<file path="config.mk">
export PLATFORM = sky130hd
export DESIGN_NAME = mul2_seq_ctrl
export DESIGN_NICKNAME = d
export VERILOG_FILES = /design/src/rtl/mul2_seq_ctrl.sv
export SDC_FILE = /design/constraint.sdc
export NUM_CORES = 1
export LEC_CHECK = 0
export BUFFER_PORTS_ARGS = -buffer_cell sky130_fd_sc_hd__buf_2
export CAP_MARGIN = 20
export CORE_MARGIN = 3
export CORE_UTILIZATION = 30
export DETAILED_ROUTE_END_ITERATION = 12
export PLACE_DENSITY = 0.46
export SETUP_SLACK_MARGIN = 0.5
export SLEW_MARGIN = 20
export SYNTH_ARGS = -nofsm -noshare
export SYNTH_HDL_FRONTEND = slang
export SYNTH_SLANG_ARGS = --single-unit
</file>
<file path="constraint.sdc">
create_clock -name clk -period 2.95 [get_ports clk]
set_input_delay 0.4425 -clock clk [delete_from_list [all_inputs] [get_ports clk]]
set_output_delay 0.4425 -clock clk [all_outputs]
set_load 0.01 [all_outputs]
</file>
<file path="src/rtl/mul2_seq_ctrl.sv">
// mul2_seq_ctrl: sequences a (2*DIGITS)x(2*DIGITS)-bit unsigned multiply through
// one shared external 2x2 combinational multiplier cell, one digit pair per cycle.
// Optional build macro: MUL2_SEQ_ZERO_SKIP_EN (a zero operand bypasses RUN).
module mul2_seq_ctrl #(
  parameter int DIGITS = 2
) (
  input  logic              clk,
  input  logic              rst_n,
  input  logic              in_valid,
  output logic              in_ready,
  input  logic [2*DIGITS-1:0] op_x,
  input  logic [2*DIGITS-1:0] op_y,
  output logic [1:0]        mul_a,
  output logic [1:0]        mul_b,
  input  logic [3:0]        mul_p,
  output logic              out_valid,
  input  logic              out_ready,
  output logic [4*DIGITS-1:0] result,
  output logic              busy
);
  localparam int W  = 2 * DIGITS;
  localparam int RW = 2 * W;
  localparam int IW = (DIGITS > 1) ? $clog2(DIGITS) : 1;

  localparam logic [1:0] S_IDLE = 2'd0;
  localparam logic [1:0] S_RUN  = 2'd1;
  localparam logic [1:0] S_DONE = 2'd2;

  localparam logic [IW-1:0] LAST = IW'(DIGITS - 1);

  logic [1:0]    state;
  logic [W-1:0]  x_q, y_q;
  logic [IW-1:0] i_q, j_q;
  logic [RW-1:0] acc, result_q;
  logic          run;
  logic [IW:0]   dsum;
  logic [RW-1:0] pp;

  assign run       = (state == S_RUN);
  assign in_ready  = (state == S_IDLE);
  assign out_valid = (state == S_DONE);
  assign busy      = run || (state == S_DONE);
  assign result    = result_q;

  // Cell operands come straight from the registered digits; parked at 0 outside RUN.
  assign mul_a = run ? x_q[{i_q, 1'b0} +: 2] : 2'b00;
  assign mul_b = run ? y_q[{j_q, 1'b0} +: 2] : 2'b00;

  // Partial product weighted by 4^(i+j).
  assign dsum = {1'b0, i_q} + {1'b0, j_q};
  assign pp   = RW'(mul_p) << {dsum, 1'b0};

  // Control FSM, digit walk (j fastest) and shift-accumulate.
  always_ff @(posedge clk or negedge rst_n) begin
    if (!rst_n) begin
      state    <= S_IDLE;
      x_q      <= '0;
      y_q      <= '0;
      i_q      <= '0;
      j_q      <= '0;
      acc      <= '0;
      result_q <= '0;
    end else begin
      case (state)
        S_IDLE: begin
          if (in_valid) begin
            x_q <= op_x;
            y_q <= op_y;
            acc <= '0;
            i_q <= '0;
            j_q <= '0;
`ifdef MUL2_SEQ_ZERO_SKIP_EN
            if ((op_x == '0) || (op_y == '0)) begin
              result_q <= '0;
              state    <= S_DONE;
            end else begin
              state    <= S_RUN;
            end
`else
            state <= S_RUN;
`endif
          end
        end
        S_RUN: begin
          acc <= acc + pp;
          if (j_q == LAST) begin
            j_q <= '0;
            if (i_q == LAST) begin
              result_q <= acc + pp;
              state    <= S_DONE;
            end else begin
              i_q <= i_q + 1'b1;
            end
          end else begin
            j_q <= j_q + 1'b1;
          end
        end
        S_DONE: begin
          if (out_ready) state <= S_IDLE;
        end
        default: state <= S_IDLE;
      endcase
    end
  end
endmodule

</file>
-- Word-level counts from Yosys, hierarchy flattened
Index checks and enable logic that the tools add are counted.
- reduce and logical (&&, ||, !) cells: 8
- order comparisons: 0
- add/sub/neg operators: 4
- multiplexer cells: 15
- eq/ne operators: 6
- shifts and indexed selects: 3
- bitwise operators: 0
- divide/modulo/power cells: 0
- $mul: 0
- operators by type and width (cell ; number):
    $pmux W8 S2 ; 1
    $mux W2 ; 6
    $add A8 B8 Y8 ; 1
    $mux W8 ; 1
    $shiftx A4 B3 Y2 ; 2
    $shl A4 B3 Y8 ; 1
    $ne A2 B2 Y1 const B ; 3
    $pmux W2 S3 ; 1
    $reduce_and A3 Y1 ; 2
    $mux W1 ; 4
    $pmux W1 S2 ; 2
    $reduce_and A2 Y1 ; 2
    $reduce_and A4 Y1 ; 1
    $add A1 B1 Y1 const B ; 2
    $add A1 B1 Y2 ; 1
    $eq A2 B1 Y1 const B ; 1
    $eq A2 B2 Y1 const B ; 1
    $logic_not A2 Y1 ; 1
    $ne A2 B1 Y1 const B ; 1
    $reduce_bool A2 Y1 ; 1
    $logic_or A1 B1 Y1 ; 1
- bits in read-only memories: 0
- bits in registers: 28
- memories: 0
- input bits: 16
- latch bits: 0
- memory bits (writable): 0
- logic and storage cells: 43

-- Depth between registers and ports, before layout
- depth after elaboration: 4
- depth in mapped cells: 12
- depth with buffers taken out: 12

-- Worst setup path after synthesis
No wires, ideal clock.
- kind: register to register
- from: register i_q
- to: register result_q[6] (netlist: result[6])
- clock period less this slack: 2.709 ns
- path slack: 0.241 ns
- stages on the path, launching flop included: 13
- required time: 2.881 ns
- data arrival time: 2.640 ns
- cells stage by stage: dfrtp_1 -> ha_1 -> nor2_1 -> and2_1 -> ha_1 -> inv_1 -> fa_1 -> and2b_1 -> o21ai_1 -> nand2b_2 -> a21oi_2 -> or4b_1 -> nand3_1
- longest elaborated chain between the ends: 3
- ends and longest elaborated chain (what ; line ; text):
    start, declared ; 33 ; logic [IW-1:0] i_q, j_q;
    start signal, assigned ; 92 ; i_q <= i_q + 1'b1;
    $add A1 B1 Y2 ; 50 ; assign dsum = {1'b0, i_q} + {1'b0, j_q};
    $shl A4 B3 Y8 ; 51 ; assign pp = RW'(mul_p) << {dsum, 1'b0};
    $add A8 B8 Y8 ; 89 ; result_q <= acc + pp;
    end signal, assigned ; 89 ;
    end, declared ; 34 ; logic [RW-1:0] acc, result_q;
Several ways; a longest one is shown, not always the timed one.
A chain may end at the register's enable or synchronous reset.

-- Worst setup path in the final report
- from: register j_q
- to: register result_q[6] (netlist: result[6])
- longest elaborated chain between the ends: 3
- ends and longest elaborated chain (what ; line ; text):
    start, declared ; 33 ;
    start signal, assigned ; 95 ; j_q <= j_q + 1'b1;
    $add A1 B1 Y2 ; 50 ;
    $shl A4 B3 Y8 ; 51 ;
    $add A8 B8 Y8 ; 89 ;
Several ways; a longest one is shown, not always the timed one.

==> flow_results.xml <==
<?xml version="1.0" encoding="UTF-8"?>
<metrics>
  <group name="place">
    <metric name="port_buffers" unit="">30</metric>
    <metric name="placed_cells" unit="">253</metric>
    <metric name="dp.final_hpwl" unit="um">2730</metric>
    <metric name="pre_cts_slack" unit="ps">250.1</metric>
    <metric name="routabilityCongestion" unit="">0.7567</metric>
  </group>
  <group name="logic_synthesis">
    <metric name="synth-seq-cells" unit="">28</metric>
    <metric name="synthesis.area_per_instance" unit="um^2">10.31</metric>
    <metric name="post_synth_main_area_contributors" unit="">sky130_fd_sc_hd__dfrtp_1, sky130_fd_sc_hd__ha_1, sky130_fd_sc_hd__mux2_2</metric>
    <metric name="synth.lib_cells_used.distinct" unit="">32</metric>
    <metric name="synth.yosys.warnings" unit="">0</metric>
    <metric name="synth_area_leader" unit="">sky130_fd_sc_hd__dfrtp_1</metric>
    <metric name="synth_sequential_area_ratio" unit="%">43.58</metric>
    <metric name="syn_inst" unit="">156</metric>
    <metric name="synthesis.nets" unit="">184</metric>
    <metric name="ys_dominant_reg_cell" unit="">sky130_fd_sc_hd__dfrtp_1</metric>
    <metric name="fraction_of_post_synthesis_cell_area_in_the_top_cell_type_by_area" unit="%">43.58</metric>
    <metric name="synthArstFlopShare" unit="%">100.0</metric>
    <metric name="post_synth_instance_area" unit="um^2">1608</metric>
    <metric name="synth_edf_count" unit="">0</metric>
  </group>
  <group name="pwr">
    <metric name="total_leakage_power" unit="uW">0.0009623</metric>
    <metric name="clock_power_share" unit="%">9.3</metric>
    <metric name="combinationalPowerShare" unit="%">61.2</metric>
    <metric name="cellPowerDensity" unit="nW/um^2">1076</metric>
    <metric name="internal-power" unit="uW">1323</metric>
    <metric name="power.share.switching" unit="%">40.99</metric>
    <metric name="vdd_ir_drop_max" unit="mV">0.4159</metric>
    <metric name="p_switching" unit="uW">919.0</metric>
    <metric name="p_total" unit="uW">2242</metric>
    <metric name="share_seq_of_total_power" unit="%">29.5</metric>
  </group>
  <group name="clock_network">
    <metric name="cts_inserted_buffers" unit="">3</metric>
    <metric name="cts.reportedPaths.clkPinSlew" unit="ps">90</metric>
    <metric name="cts_max_path_buffers" unit="">2</metric>
    <metric name="clock_latency" unit="ps">270</metric>
    <metric name="postCtsHoldBufs" unit="">0</metric>
    <metric name="clock-root-buffer" unit="">sky130_fd_sc_hd__clkbuf_8</metric>
    <metric name="cts_num_sinks" unit="">28</metric>
    <metric name="tritoncts_clock_tree" unit="">yes</metric>
    <metric name="htree_levels" unit="">1</metric>
  </group>
  <group name="grt">
    <metric name="grt_max_degree" unit="">29</metric>
    <metric name="globalRoute.totalOverflow" unit="">0</metric>
    <metric name="grt_pass1_wl" unit="um">6106</metric>
    <metric name="grt_usage" unit="%">12.45</metric>
    <metric name="number_of_global_route_vias_before_repair" unit="">1336</metric>
    <metric name="antenna_found_initial" unit="">0</metric>
  </group>
  <group name="cells_and_area">
    <metric name="finish.net_count" unit="">224</metric>
    <metric name="num_antenna_cells" unit="">0</metric>
    <metric name="area.sequential" unit="um^2">703.2</metric>
    <metric name="areaGrowthSynthToFinish" unit="%">29.57</metric>
    <metric name="n_fill_cell" unit="">548</metric>
    <metric name="finalNonFillerCells" unit="">265</metric>
    <metric name="leading_cell_types_in_the_layout_fill_and_taps_excluded" unit="">sky130_fd_sc_hd__buf_2, sky130_fd_sc_hd__dfrtp_1, sky130_fd_sc_hd__nand2_1</metric>
    <metric name="drive_gt1_share" unit="%">40.00</metric>
    <metric name="multi_input_comb_area" unit="um^2">1011</metric>
    <metric name="leading_cell_type_in_the_layout_fill_and_taps_excluded" unit="">sky130_fd_sc_hd__buf_2</metric>
  </group>
  <group name="route">
    <metric name="routed-via-count" unit="">1279</metric>
    <metric name="detail_route.iter0.violations" unit="">36</metric>
    <metric name="avgViaCountPerCell" unit="">4.826</metric>
    <metric name="avgRoutedWirePerCell" unit="um">14.24</metric>
    <metric name="drt_drc_violations_left" unit="">0</metric>
    <metric name="drt_pass1_iterations" unit="">4</metric>
    <metric name="final_antenna_net_count" unit="">0</metric>
    <metric name="detail_route.wirelength" unit="um">3773</metric>
  </group>
  <group name="worst_setup_path">
    <metric name="maximum_single_stage_delay_on_the_critical_path" unit="ps">490</metric>
    <metric name="timing.critical_path.arrival" unit="ps">2760</metric>
    <metric name="critical_path.startpoint" unit="">j_q</metric>
    <metric name="cp-start-kind" unit="">flop</metric>
    <metric name="worstPathCellList" unit="">ha_4, nor2_4, and2_4, ha_2, inv_2, fa_2, and2b_1, o21ai_2, nand2b_4, a21oi_4, or4b_1, nand3_1</metric>
    <metric name="timing_worst_setup_path_type" unit="">reg2reg</metric>
    <metric name="crit_slowest_cell" unit="">sky130_fd_sc_hd__or4b_1</metric>
    <metric name="timing.critical_path.to_type" unit="">flop</metric>
    <metric name="worst_ep_required_time" unit="ps">3160</metric>
    <metric name="worstReg2RegStart" unit="">j_q</metric>
    <metric name="crit_path_max_fanout" unit="">5</metric>
  </group>
  <group name="timing">
    <metric name="unrepaired_setup_endpoints_after_global_routing" unit="">yes</metric>
    <metric name="number_of_endpoints_with_negative_hold_slack_in_the_final_report" unit="">0</metric>
    <metric name="final.hold.worst_slack" unit="ps">185.5</metric>
    <metric name="finalMaxSlewViolations" unit="">0</metric>
    <metric name="worst_slew_pin_slew" unit="ps">784.4</metric>
    <metric name="final-setup-viol-count" unit="">0</metric>
    <metric name="skew" unit="ps">4.685</metric>
    <metric name="final_worst_path_cycle_share" unit="%">86.34</metric>
    <metric name="final_critical_path_setup_slack" unit="ps">402.9</metric>
    <metric name="slew-limit-headroom" unit="%">47.36</metric>
    <metric name="setup_total_negative_slack" unit="ps">0</metric>
    <metric name="maximum_clock_rate" unit="GHz">0.3926</metric>
    <metric name="final.min_clock_period" unit="ps">2547</metric>
  </group>
  <group name="floorplanning">
    <metric name="rows" unit="">26</metric>
    <metric name="initial_utilization" unit="%">31.28</metric>
    <metric name="design.core.area" unit="um^2">5140</metric>
    <metric name="top_level_ports" unit="">31</metric>
    <metric name="die_height" unit="um">79.21</metric>
    <metric name="chipWidth" unit="um">79.21</metric>
    <metric name="dieArea" unit="um^2">6273</metric>
  </group>
  <group name="worst_hold_path">
    <metric name="hold_path.class" unit="">in2async</metric>
  </group>
  <group name="status">
    <metric name="status" unit="">complete, no violations</metric>
  </group>
  <group name="flow_run">
    <metric name="drv_cap" unit="">0</metric>
  </group>
</metrics>
==> sequential cells by signal, summed over array words and instances, names as in the netlist <==
name / flops
state: 2
acc: 8
i_q: 1
x_q: 4
j_q: 1
y_q: 4
result: 8
==> worst paths after layout <==
path / endpoint / slack, ps / depth (start not counted)
max: result[6] / 400 / 12
min: result[0] / 190 / 1
max reg2reg: result[6] / 400 / 12
min reg2reg: result[2] / 480 / 2
max in group asynchronous: j_q / 2300 / 1
min in group clk: x_q[1] / 390 / 2
==> layer usage <==
| layer | wire length (um) | vias to the layer above | GRT usage, % |
|---|---|---|---|
| met5 | 0 | - | 0 |
| met1 | 1650 | 622 | 15.20 |
| met4 | 57 | 0 | 3.608 |
| met2 | 1910 | 27 | 22.05 |
| met3 | 154 | 7 | 2.494 |
| li1 | - | 623 | - |
==> synthesized netlist by cell type (all sizes together), types with 2 or more instances <==
cell type,number
nor3b,2
a21oi,6
dfrtp,28
nand2,16
inv,6
a211oi,3
o21ai,13
nand3,3
mux2,12
xor2,4
nor3,2
clkbuf,3
mux2i,7
nor2b,7
and2,2
ha,11
nand2b,3
nor2,12
and2b,2
a22o,6
==> power groups by stage <==
stage / Clock [uW] / Sequential, uW / Combinational, uW
floorplan: 0 / 670 / 800
global placement: 0 / 669 / 1090
detailed placement: 0 / 677 / 1110
CTS: 229 / 655 / 1210
global route: 244 / 682 / 1520
finish: 209 / 661 / 1370
==> worst max-delay path, delay by kind of cell (launching register included) <==
kind | cells | cell delay [ps]
simple gates | 6 | 1080
buf+inv | 1 | 40
compound gates | 2 | 130
flops | 1 | 440
fa+ha+maj | 3 | 790
==> what timing repair did <==
| action | in CTS | in global routing |
|---|---|---|
| pin swaps | 6 | 8 |
| resized for setup | 7 | 21 |
| endpoints found under the setup margin | 7 | 8 |
| buffers inserted | 6 | 2 |
==> stage by stage <==
stage               utilization [%]  area, um^2
floorplan                         -        1629
global placement              36.10        1856
detailed placement            36.10        1856
CTS                           38.32        1969
global route                  40.53        2083
finish                        40.53        2083
==> layout make-up <==
cell class | instances | share of cell area (%)
multi-input cells | 119 | 48.53
flip-flops and latches | 28 | 33.75
repair buffers | 38 | 10.27
well taps | 70 | 4.204
clock buffers | 4 | 2.162
inverters | 6 | 1.081
==> cell families (layout without fill, tap and decap cells) <==
family / Yosys count / count (layout) / share of synthesized area [%]
simple gates: 51 / 51 / 15.87
compound gates: 32 / 32 / 13.15
flops: 28 / 28 / 43.58
mux: 19 / 19 / 12.76
fa+ha+maj: 12 / 12 / 9.805
buf+inv: 9 / 48 / 2.101
xor+xnor: 5 / 5 / 2.724
No activity file was read; power rests on OpenSTA's default activity.
